<file path="config.mk">
export PLATFORM = sky130hd
export DESIGN_NAME = bram_port_arbiter_flat
export DESIGN_NICKNAME = d
export VERILOG_FILES = /design/src/rtl/bram_port_arbiter_pkg.sv /design/src/rtl/bram_port_arbiter_if.sv /design/src/rtl/bram_port_arbiter_rd_tracker.sv /design/src/rtl/bram_port_arbiter.sv /design/src/flat_wrapper.sv
export SDC_FILE = /design/constraint.sdc
export NUM_CORES = 1
export LEC_CHECK = 0
export ABC_AREA = 1
export CORE_AREA = 3 3 367 369
export CTS_CLUSTER_DIAMETER = 100
export DETAILED_ROUTE_END_ITERATION = 8
export DIE_AREA = 0 0 370 372
export GPL_ROUTABILITY_DRIVEN = 0
export PLACE_DENSITY = 0.3
export SYNTH_ARGS = -nofsm -noshare
export SYNTH_HDL_FRONTEND = slang
export SYNTH_SLANG_ARGS = --single-unit
</file>
<file path="constraint.sdc">
create_clock -name clk -period 1.6 [get_ports clk]
set_input_delay 0.24 -clock clk [delete_from_list [all_inputs] [get_ports clk]]
set_output_delay 0.24 -clock clk [all_outputs]
set_load 0.005 [all_outputs]
</file>
<file path="src/rtl/bram_port_arbiter_pkg.sv">
// Shared types and constants for the two-requester BRAM port arbiter.
package bram_arb_pkg;

    // Deepest read latency the tag pipeline is built for.
    localparam int RD_LATENCY_MAX = 4;

    typedef logic [0:0] req_id_t;

    localparam req_id_t REQ0 = 1'b0;
    localparam req_id_t REQ1 = 1'b1;

    // One in-flight read slot: valid marks a read, id names its requester.
    typedef struct packed {
        logic    valid;
        req_id_t id;
    } rd_tag_t;

    localparam rd_tag_t RD_TAG_IDLE = '{valid: 1'b0, id: REQ0};

    // Requester that should win a contended cycle, given the last winner.
    function automatic req_id_t other_req(input req_id_t id);
        return ~id;
    endfunction

endpackage

</file>
<file path="src/rtl/bram_port_arbiter_if.sv">
// Requester-side command/response channel of the BRAM port arbiter.
// The requester drives it through "master"; the arbiter serves it through "slave".
interface bram_port_arbiter_if #(
    parameter int ADDR_WIDTH = 40,
    parameter int DATA_WIDTH = 128
);
    localparam int BE_WIDTH = DATA_WIDTH / 8;

    logic                  valid;
    logic                  ready;
    logic [BE_WIDTH-1:0]   we;
    logic [ADDR_WIDTH-1:0] addr;
    logic [DATA_WIDTH-1:0] wdata;
    logic                  rsp_valid;
    logic [DATA_WIDTH-1:0] rsp_rdata;

    modport master (
        output valid, we, addr, wdata,
        input  ready, rsp_valid, rsp_rdata
    );

    modport slave (
        input  valid, we, addr, wdata,
        output ready, rsp_valid, rsp_rdata
    );
endinterface

</file>
<file path="src/rtl/bram_port_arbiter_rd_tracker.sv">
// Read tracker: carries a {valid, id} tag alongside each issued command for
// the BRAM read latency, then steers bram_dout to the requester that asked.
module bram_rd_tracker
    import bram_arb_pkg::*;
#(
    parameter int DATA_WIDTH = 128,
    parameter int RD_LATENCY = 2
) (
    input  logic                  clk,
    input  logic                  rst_n,
    input  rd_tag_t               tag_i,
    input  logic [DATA_WIDTH-1:0] bram_dout_i,
    output logic                  rsp0_valid_o,
    output logic [DATA_WIDTH-1:0] rsp0_rdata_o,
    output logic                  rsp1_valid_o,
    output logic [DATA_WIDTH-1:0] rsp1_rdata_o
);
    // Out-of-range latencies are pinned to the supported 1..RD_LATENCY_MAX window.
    localparam int LAT_EFF = (RD_LATENCY < 1) ? 1 :
                             ((RD_LATENCY > RD_LATENCY_MAX) ? RD_LATENCY_MAX : RD_LATENCY);
    // One stage for the issue register plus one per BRAM latency cycle.
    localparam int DEPTH   = LAT_EFF + 1;

    rd_tag_t tag_q [DEPTH];
    rd_tag_t tag_d [DEPTH];
    rd_tag_t tail_s;

    // Shift: the new tag enters stage 0, every other stage moves one toward the tail.
    always_comb begin
        tag_d[0] = tag_i;
        for (int i = 1; i < DEPTH; i++) begin
            tag_d[i] = tag_q[i-1];
        end
    end

    // Tag pipeline registers; reset drops every in-flight read.
    always_ff @(posedge clk or negedge rst_n) begin
        if (!rst_n) begin
            for (int i = 0; i < DEPTH; i++) begin
                tag_q[i] <= RD_TAG_IDLE;
            end
        end else begin
            for (int i = 0; i < DEPTH; i++) begin
                tag_q[i] <= tag_d[i];
            end
        end
    end

    assign tail_s = tag_q[DEPTH-1];

    // Response demux: only the addressed requester sees data, the other sees zero.
    always_comb begin
        rsp0_valid_o = 1'b0;
        rsp0_rdata_o = {DATA_WIDTH{1'b0}};
        rsp1_valid_o = 1'b0;
        rsp1_rdata_o = {DATA_WIDTH{1'b0}};
        if (tail_s.valid) begin
            if (tail_s.id == REQ0) begin
                rsp0_valid_o = 1'b1;
                rsp0_rdata_o = bram_dout_i;
            end else begin
                rsp1_valid_o = 1'b1;
                rsp1_rdata_o = bram_dout_i;
            end
        end else begin
            rsp0_valid_o = 1'b0;
            rsp1_valid_o = 1'b0;
        end
    end

endmodule

</file>
<file path="src/rtl/bram_port_arbiter.sv">
// Round-robin arbiter sharing one wide BRAM port between two requesters.
// One command issues per cycle through registered BRAM outputs; reads are
// answered on the requester's response channel after the BRAM latency.
module bram_port_arbiter
    import bram_arb_pkg::*;
#(
    parameter int ADDR_WIDTH = 40,
    parameter int DATA_WIDTH = 128,
    parameter int RD_LATENCY = 2
) (
    input  logic                    clk,
    input  logic                    rst_n,
    bram_port_arbiter_if.slave      req0,
    bram_port_arbiter_if.slave      req1,
    output logic                    bram_en,
    output logic [DATA_WIDTH/8-1:0] bram_we,
    output logic [ADDR_WIDTH-1:0]   bram_addr,
    output logic [DATA_WIDTH-1:0]   bram_din,
    input  logic [DATA_WIDTH-1:0]   bram_dout
);
    localparam int BE_WIDTH = DATA_WIDTH / 8;

    logic                  grant0_s;
    logic                  grant1_s;
    logic                  accept_s;
    req_id_t               win_id_s;
    logic [BE_WIDTH-1:0]   win_we_s;
    logic [ADDR_WIDTH-1:0] win_addr_s;
    logic [DATA_WIDTH-1:0] win_wdata_s;
    rd_tag_t               rd_tag_s;

    req_id_t               last_grant_q, last_grant_d;
    logic                  bram_en_q,    bram_en_d;
    logic [BE_WIDTH-1:0]   bram_we_q,    bram_we_d;
    logic [ADDR_WIDTH-1:0] bram_addr_q,  bram_addr_d;
    logic [DATA_WIDTH-1:0] bram_din_q,   bram_din_d;

    // Grant: a lone requester wins; on contention the one not granted last wins.
    always_comb begin
        grant0_s = 1'b0;
        grant1_s = 1'b0;
        if (rst_n == 1'b0) begin
            grant0_s = 1'b0;
            grant1_s = 1'b0;
        end else if (req0.valid && req1.valid) begin
            if (other_req(last_grant_q) == REQ0) begin
                grant0_s = 1'b1;
            end else begin
                grant1_s = 1'b1;
            end
        end else if (req0.valid) begin
            grant0_s = 1'b1;
        end else if (req1.valid) begin
            grant1_s = 1'b1;
        end else begin
            grant0_s = 1'b0;
            grant1_s = 1'b0;
        end
    end

    assign req0.ready = grant0_s;
    assign req1.ready = grant1_s;
    assign accept_s   = grant0_s | grant1_s;
    assign win_id_s   = grant1_s ? REQ1 : REQ0;

    // Winner mux: pick the command fields of the granted requester.
    always_comb begin
        win_we_s    = req0.we;
        win_addr_s  = req0.addr;
        win_wdata_s = req0.wdata;
        if (win_id_s == REQ1) begin
            win_we_s    = req1.we;
            win_addr_s  = req1.addr;
            win_wdata_s = req1.wdata;
        end else begin
            win_we_s    = req0.we;
            win_addr_s  = req0.addr;
            win_wdata_s = req0.wdata;
        end
    end

    // Issue next-state: strobe the port on accept, otherwise idle it while
    // address and data hold so the BRAM pins do not toggle needlessly.
    always_comb begin
        last_grant_d = last_grant_q;
        bram_en_d    = 1'b0;
        bram_we_d    = {BE_WIDTH{1'b0}};
        bram_addr_d  = bram_addr_q;
        bram_din_d   = bram_din_q;
        rd_tag_s     = RD_TAG_IDLE;
        if (accept_s) begin
            last_grant_d   = win_id_s;
            bram_en_d      = 1'b1;
            bram_we_d      = win_we_s;
            bram_addr_d    = win_addr_s;
            bram_din_d     = win_wdata_s;
            rd_tag_s.valid = (win_we_s == {BE_WIDTH{1'b0}});
            rd_tag_s.id    = win_id_s;
        end else begin
            bram_en_d = 1'b0;
            bram_we_d = {BE_WIDTH{1'b0}};
        end
    end

    // Issue registers and round-robin pointer; requester 0 is favoured first after reset.
    always_ff @(posedge clk or negedge rst_n) begin
        if (!rst_n) begin
            last_grant_q <= REQ1;
            bram_en_q    <= 1'b0;
            bram_we_q    <= {BE_WIDTH{1'b0}};
            bram_addr_q  <= {ADDR_WIDTH{1'b0}};
            bram_din_q   <= {DATA_WIDTH{1'b0}};
        end else begin
            last_grant_q <= last_grant_d;
            bram_en_q    <= bram_en_d;
            bram_we_q    <= bram_we_d;
            bram_addr_q  <= bram_addr_d;
            bram_din_q   <= bram_din_d;
        end
    end

    assign bram_en   = bram_en_q;
    assign bram_we   = bram_we_q;
    assign bram_addr = bram_addr_q;
    assign bram_din  = bram_din_q;

    bram_rd_tracker #(
        .DATA_WIDTH (DATA_WIDTH),
        .RD_LATENCY (RD_LATENCY)
    ) u_rd_tracker (
        .clk          (clk),
        .rst_n        (rst_n),
        .tag_i        (rd_tag_s),
        .bram_dout_i  (bram_dout),
        .rsp0_valid_o (req0.rsp_valid),
        .rsp0_rdata_o (req0.rsp_rdata),
        .rsp1_valid_o (req1.rsp_valid),
        .rsp1_rdata_o (req1.rsp_rdata)
    );

endmodule
</file>
<file path="src/flat_wrapper.sv">
// flat-port wrapper written by rule: the top's interface ports become plain ports
module bram_port_arbiter_flat import bram_arb_pkg::*;
#(
    parameter int ADDR_WIDTH = 40,
    parameter int DATA_WIDTH = 128,
    parameter int RD_LATENCY = 2
)
  (clk, rst_n, bram_en, bram_we, bram_addr, bram_din, bram_dout, req0_valid, req0_we, req0_addr, req0_wdata, req0_ready, req0_rsp_valid, req0_rsp_rdata, req1_valid, req1_we, req1_addr, req1_wdata, req1_ready, req1_rsp_valid, req1_rsp_rdata);
  bram_port_arbiter_if #(.ADDR_WIDTH(ADDR_WIDTH), .DATA_WIDTH(DATA_WIDTH)) req0_i ();
  bram_port_arbiter_if #(.ADDR_WIDTH(ADDR_WIDTH), .DATA_WIDTH(DATA_WIDTH)) req1_i ();
  input  logic clk;
  input  logic rst_n;
  output logic bram_en;
  output logic [DATA_WIDTH/8-1:0] bram_we;
  output logic [ADDR_WIDTH-1:0] bram_addr;
  output logic [DATA_WIDTH-1:0] bram_din;
  input  logic [DATA_WIDTH-1:0] bram_dout;
  input wire logic [$bits(req0_i.valid)-1:0] req0_valid;
  input wire logic [$bits(req0_i.we)-1:0] req0_we;
  input wire logic [$bits(req0_i.addr)-1:0] req0_addr;
  input wire logic [$bits(req0_i.wdata)-1:0] req0_wdata;
  output wire logic [$bits(req0_i.ready)-1:0] req0_ready;
  output wire logic [$bits(req0_i.rsp_valid)-1:0] req0_rsp_valid;
  output wire logic [$bits(req0_i.rsp_rdata)-1:0] req0_rsp_rdata;
  input wire logic [$bits(req1_i.valid)-1:0] req1_valid;
  input wire logic [$bits(req1_i.we)-1:0] req1_we;
  input wire logic [$bits(req1_i.addr)-1:0] req1_addr;
  input wire logic [$bits(req1_i.wdata)-1:0] req1_wdata;
  output wire logic [$bits(req1_i.ready)-1:0] req1_ready;
  output wire logic [$bits(req1_i.rsp_valid)-1:0] req1_rsp_valid;
  output wire logic [$bits(req1_i.rsp_rdata)-1:0] req1_rsp_rdata;
  assign req0_i.valid = req0_valid;
  assign req0_i.we = req0_we;
  assign req0_i.addr = req0_addr;
  assign req0_i.wdata = req0_wdata;
  assign req0_ready = req0_i.ready;
  assign req0_rsp_valid = req0_i.rsp_valid;
  assign req0_rsp_rdata = req0_i.rsp_rdata;
  assign req1_i.valid = req1_valid;
  assign req1_i.we = req1_we;
  assign req1_i.addr = req1_addr;
  assign req1_i.wdata = req1_wdata;
  assign req1_ready = req1_i.ready;
  assign req1_rsp_valid = req1_i.rsp_valid;
  assign req1_rsp_rdata = req1_i.rsp_rdata;
  bram_port_arbiter #(.ADDR_WIDTH(ADDR_WIDTH), .DATA_WIDTH(DATA_WIDTH), .RD_LATENCY(RD_LATENCY)) u_core (.clk(clk), .rst_n(rst_n), .req0(req0_i), .req1(req1_i), .bram_en(bram_en), .bram_we(bram_we), .bram_addr(bram_addr), .bram_din(bram_din), .bram_dout(bram_dout));
endmodule
</file>
==> impl_metrics.ini, run 1 <==
[yosys]
syn_inst = 1462
yosys.area_share.simple_pct = 31.4
avgSynthCellArea_um2 = 6.94
synth_compound_area_share_pct = 10.9
synth_area_um2 = 10100
synth-xor-area-share_pct = 0
yosys_warnings = 0
synth.area.mux_share_pct = 0
synth_top_family_by_area = simple AND/OR/NAND/NOR gates
ys_seq_elements = 192
synthDistinctLibCells = 17
synth_fa_ha_area_share_pct = 0
syn_nets = 1962
synth_seq_area_share_pct = 47.4

[floorplanning]
die_w_um = 370
die_h_um = 372
core_um2 = 131000
io_pins = 945
dieArea_um2 = 138000
initial_core_util_pct = 7.71
rows = 133

[clock_tree]
cts.sinks = 192
clk_path_buf_depth = 2
clk-insertion-delay-late_ns = 0.51
cts_made_buffers = 17
cts_max_level = 4
path_clk_slew_ns = 0.08
clock_tree.root_cell = clkbuf_16
cts_tree = built

[layout]
fill_cells = 15100
area_growth_pct = 128
instances_no_fill = 4239
drive_above_1_share_pct = 16.5
fin_nets = 2966

[setup_path]
start_kind = flip-flop
crit_top_cell = buf_12
end_kind = primary output
critPathRequiredTime_ns = 1.36
path_cells = buf_4 -> nand2_8 -> buf_12 -> buf_12 -> buf_6 -> nor2_1 -> dlygate4sd2_1
cp_slowest_cell = dfrtp_1
cp.arrival_ns = 1.86
crit_type = reg2out
worst-path-max-fanout = 9
max_stage_delay_ns = 0.38

[drt]
vias_per_cell = 3.15
firstDrtPassIters = 5
wl_per_cell_um = 21.3
routed_wl_um = 90100
dr_total_vias = 13300
drt_iter0_drc = 510
drc_errors = 0
drtAntennaViolNets = 0

[power_and_ir_drop]
ir_worst_vdd_mv = 0.644
leakage_nw = 10.7
p_per_area_nw_per_um2 = 696
power_mw = 16.1

[outcome]
status = finished with violations
violations = setup timing

[global_routing]
met2_usage_pct = 23.2
grt.met1_usage_pct = 13.3
grt.busiest_layer = met2
grt_max_degree = 46
met3_usage_pct = 5.81
antenna_found_initial = 24
grt_pass1_vias = 14000
grt_pass1_wl_um = 119000
grt_usage_pct = 12.6
overflow = 0

[timing]
period_share_pct = 131
setup_violations = 433
rsz0062_at_grt = yes
fin_crit_ns = 2.10
slew_violations = 0
max_slew_margin_pct = 61.8
final_hold_viol_count = 0
fin_ws_ns = -0.501
tightestPinTransition_ns = 0.573
fin_hold_ws_ns = 0.194
fin_skew_ns = 0.00852
max_freq_mhz = 476

[min_path]
hold_class = in2async

[placement]
io_buffers = 944
dp_cells = 4195
dp_hpwl_um = 77800

[flow_run]
maxCapViolCount = 0
==> cell families after synthesis <==
logic type,Yosys count
DFF,192
buffers and inverters,255
AOI/OAI and AO/OA,178
and+or+nand+nor,837
==> worst paths after layout <==
path,end,cells after the start,slack [ns],from
max,req1_rsp_rdata[26],7,-0.50,u_core.u_rd_tracker.tag_q[1]
max reg2reg,u_core.u_rd_tracker.tag_d[3],9,-0.02,u_core.last_grant_q
min in group clk,u_core.bram_din[54],3,0.28,req1_wdata[54]
min reg2reg,u_core.u_rd_tracker.tag_q[1],0,0.36,u_core.u_rd_tracker.tag_d[1]
min,u_core.bram_din[126],3,0.19,rst_n
max in group asynchronous,u_core.bram_din[112],4,0.22,rst_n
==> final cells by class <==
| class | instances | area, um^2 | area share [%] |
|---|---|---|---|
| clock buffer | 18 | 439 | 1.90 |
| antenna | 7 | 17.5 | 0.0756 |
| clock inverter | 12 | 158 | 0.681 |
| inverter | 150 | 568 | 2.45 |
| sequential | 192 | 4810 | 20.7 |
| multi-input combinational | 1015 | 4560 | 19.7 |
| tap | 1755 | 2200 | 9.48 |
| timing repair buffer | 1090 | 10400 | 45.0 |
==> repair_timing <==
action,4_1_cts,5_1_grt
hold buffers,1,0
pin swaps,3,2
setup endpoints to repair,487,562
resized for setup,451,295
hold endpoints to repair,66,0
gates cloned,0,1
setup buffers,4,1
==> cell usage in the layout (no fill, tap or decap), drive strengths merged, types with 3 or more instances in the layout <==
cell	count
clkdlybuf4s50	678
nor2	444
buf	253
dlymetal6s2s	6
bufinv	3
clkdlybuf4s15	7
nand2	384
a31oi	168
inv	154
dfrtp	191
a21oi	6
clkinv	5
nand3b	7
diode	7
dlygate4sd2	97
o21ai	4
clkbuf	66
==> worst max-delay path, delay by kind of cell (launching register included) <==
family | cells | cell delay (ns)
buffers and inverters | 5 | 0.82
flip-flops | 1 | 0.38
AND/OR/NAND/NOR | 2 | 0.11
==> routing by layer <==
metal,share of wire [%],vias up
met4,0.60,20
met1,38,6200
met3,9.7,48
met5,0.15,-
met2,52,524
li1,-,6550
==> flip-flops by register name, indices dropped and copies added (netlist names) <==
register and cells:
u_core.last_grant_q 1, u_core.u_rd_tracker.tag_d 4, u_core.bram_we 16, u_core.u_rd_tracker.tag_q 2
u_core.bram_en 1, u_core.bram_din 128, u_core.bram_addr 40
==> per-stage QoR <==
stage	area, um^2	util [%]	setup TNS (ns)	setup WS, ns
6_report	23200	17.6	-99.86	-0.501
5_1_grt	23100	17.6	-157.20	-0.618
4_1_cts	23300	17.7	-165.26	-0.632
3_5_place_dp	22800	17.4	-96.71	-0.397
3_3_place_gp	22800	17.4	-96.63	-0.422
2_1_floorplan	10100	-	0	0.217
==> cells in the mapped netlist, drive strengths merged <==
cell    instances  area (um^2)
buf            73          370
nor2          444         1670
a21oi           6         30.0
inv           150          563
a31oi         168         1050
nand3           2         10.0
dfstp           1         26.3
o21ai           4         20.0
clkbuf         32          120
dfrtp         191         4780
nand2         384         1450
nand3b          7         52.6
==> power by group <==
| part | leakage, nW | switching, mW | internal [mW] |
|---|---|---|---|
| sequential | 2.20 | 0.493 | 5.52 |
| clock | 0.297 | 2.38 | 2.50 |
| combinational | 8.20 | 2.21 | 3.02 |
(Power assumes the default switching activity.)
==> run 2, diff against run 1 <==
--- a/config.mk
+++ b/config.mk
@@ -11,6 +11,7 @@
 export DETAILED_ROUTE_END_ITERATION = 8
 export DIE_AREA = 0 0 370 372
 export GPL_ROUTABILITY_DRIVEN = 0
+export MAX_ROUTING_LAYER = met4
 export PLACE_DENSITY = 0.3
 export SYNTH_ARGS = -nofsm -noshare
 export SYNTH_HDL_FRONTEND = slang
==> run 2 against run 1 <==
- via count fell by 0.25%
- sequential share of layout area fell by 0.18 points
- the run still ends with setup timing left
- sequential power barely moved
- die area did not move
- critical path type unchanged
- non-clock buffer count rose by 5
- fmax rose by 0.25%
- worst hold slack improved by 0.0091 ns
==> impl_metrics.ini, run 2 (synthesis results as in run 1) <==
[outcome]
status = finished with violations
violations = setup timing

[clock_tree]
clock_tree.root_cell = clkbuf_16
clk-insertion-delay-late_ns = 0.51
cts_max_level = 4
clk_path_buf_depth = 2
cts_made_buffers = 17
cts.sinks = 192
cts_tree = built
path_clk_slew_ns = 0.08

[timing]
max_slew_margin_pct = 61.8
fin_skew_ns = 0.00966
setup_violations = 433
slew_violations = 0
fin_crit_ns = 2.10
rsz0062_at_grt = yes
final_hold_viol_count = 0
fin_ws_ns = -0.495
max_freq_mhz = 477
period_share_pct = 131
tightestPinTransition_ns = 0.573

[layout]
instances_no_fill = 4257
largest_reg_flops = 128
final_cell_mix = clkdlybuf4s50_1 (678), nand2_1 (380), nor2_1 (364)
area_growth_pct = 130
fill_cells = 15000
drive_above_1_share_pct = 17.9
layout_commonest_cell = clkdlybuf4s50_1
fin_nets = 2971

[drt]
drc_errors = 0
firstDrtPassIters = 5
vias_per_cell = 3.13
routed_wl_um = 90300
wl_per_cell_um = 21.2
drt_iter0_drc = 451
drtAntennaViolNets = 0
dr_total_vias = 13300

[global_routing]
grt_pass1_wl_um = 119000
antenna_found_initial = 23
overflow = 0
grt_max_degree = 46
grt_usage_pct = 13.0
grt_pass1_vias = 14000

[floorplanning]
rows = 133
initial_core_util_pct = 7.71
dieArea_um2 = 138000
core_um2 = 131000
die_h_um = 372
io_pins = 945
die_w_um = 370

[power_and_ir_drop]
p_per_area_nw_per_um2 = 691
power_mw = 16.1
leakage_nw = 10.7
ir_worst_vdd_mv = 0.635

[setup_path]
cp.arrival_ns = 1.86
end_kind = primary output
r2r_cells = 9
crit_type = reg2out
worst-path-max-fanout = 9
critPathRequiredTime_ns = 1.36
r2r_end = u_core.u_rd_tracker.tag_d[3]
start_kind = flip-flop
r2r_setup_slack_ns = -0.03
reg2reg_from = u_core.last_grant_q

[placement]
io_buffers = 944
dp_cells = 4195
dp_hpwl_um = 77800

[min_path]
hold_class = in2async

[flow_run]
maxCapViolCount = 0
## run 2: worst max-delay path by stage
stage / cells past startpoint / from / slack, ns / endpoint
2_1_floorplan: 6 / u_core.u_rd_tracker.tag_q[1] / 0.22 / req0_rsp_rdata[107]
3_3_place_gp: 10 / req0_valid / -0.42 / u_core.u_rd_tracker.tag_d[3]
3_5_place_dp: 12 / req1_valid / -0.40 / u_core.u_rd_tracker.tag_d[3]
4_1_cts: 7 / u_core.u_rd_tracker.tag_q[0] / -0.63 / req1_rsp_rdata[71]
5_1_grt: 8 / u_core.u_rd_tracker.tag_q[1] / -0.61 / req0_rsp_rdata[69]
6_report: 7 / u_core.u_rd_tracker.tag_q[1] / -0.50 / req1_rsp_rdata[26]
## run 2: critical path: stages, from the launching register on
cell           delay (ns)
dfrtp_1              0.38
buf_4                0.15
nand2_8              0.09
buf_12               0.16
buf_12               0.14
buf_6                0.10
nor2_1               0.03
dlygate4sd2_1        0.26
## run 2: report_power, final
group / switching (mW) / internal [mW]
Sequential: 0.501 / 5.52
Clock: 2.37 / 2.50
Combinational: 2.22 / 3.02
Total: 5.10 / 11.0
## run 2: through the flow
| step | utilization [%] | setup slack [ns] | setup TNS [ns] | hold WS [ns] | area (um^2) |
|---|---|---|---|---|---|
| 5_1_grt | 17.8 | -0.611 | -153.83 | 0.155 | 23400 |
| 3_3_place_gp | 17.4 | -0.422 | -96.63 | 0.115 | 22800 |
| 4_1_cts | 17.7 | -0.632 | -165.26 | 0.104 | 23300 |
| 2_1_floorplan | - | 0.217 | 0 | -0.0556 | 10100 |
| 6_report | 17.8 | -0.495 | -96.85 | 0.203 | 23400 |
| 3_5_place_dp | 17.4 | -0.397 | -96.71 | 0.114 | 22800 |
## run 2: final cells by class
type,instances,area (um^2),area share [%]
Inverter,150,568,2.43
Timing Repair Buffer,1095,10500,44.9
Clock inverter,12,158,0.675
Multi-Input combinational cell,1015,4650,19.9
Antenna cell,20,50.0,0.214
Clock buffer,18,439,1.88
Tap cell,1755,2200,9.40
Sequential cell,192,4810,20.6
## run 2: timing repair
action / CTS / global route
endpoints found under the setup margin: 487 / 559
resized for setup: 451 / 384
pin swaps: 3 / 2
endpoints found under the hold margin: 66 / 0
buffers inserted: 4 / 4
hold buffers: 1 / 0
cloned: 0 / 3
## run 2: layer usage
metal / global-route usage [%] / part of all wire, % / up-vias
met2: 23.2 / 52 / 505
met5: - / 0 / -
met3: 5.37 / 8.8 / 26
met1: 13.7 / 39 / 6202
li1: - / - / 6575
met4: 1.71 / 0.52 / 0
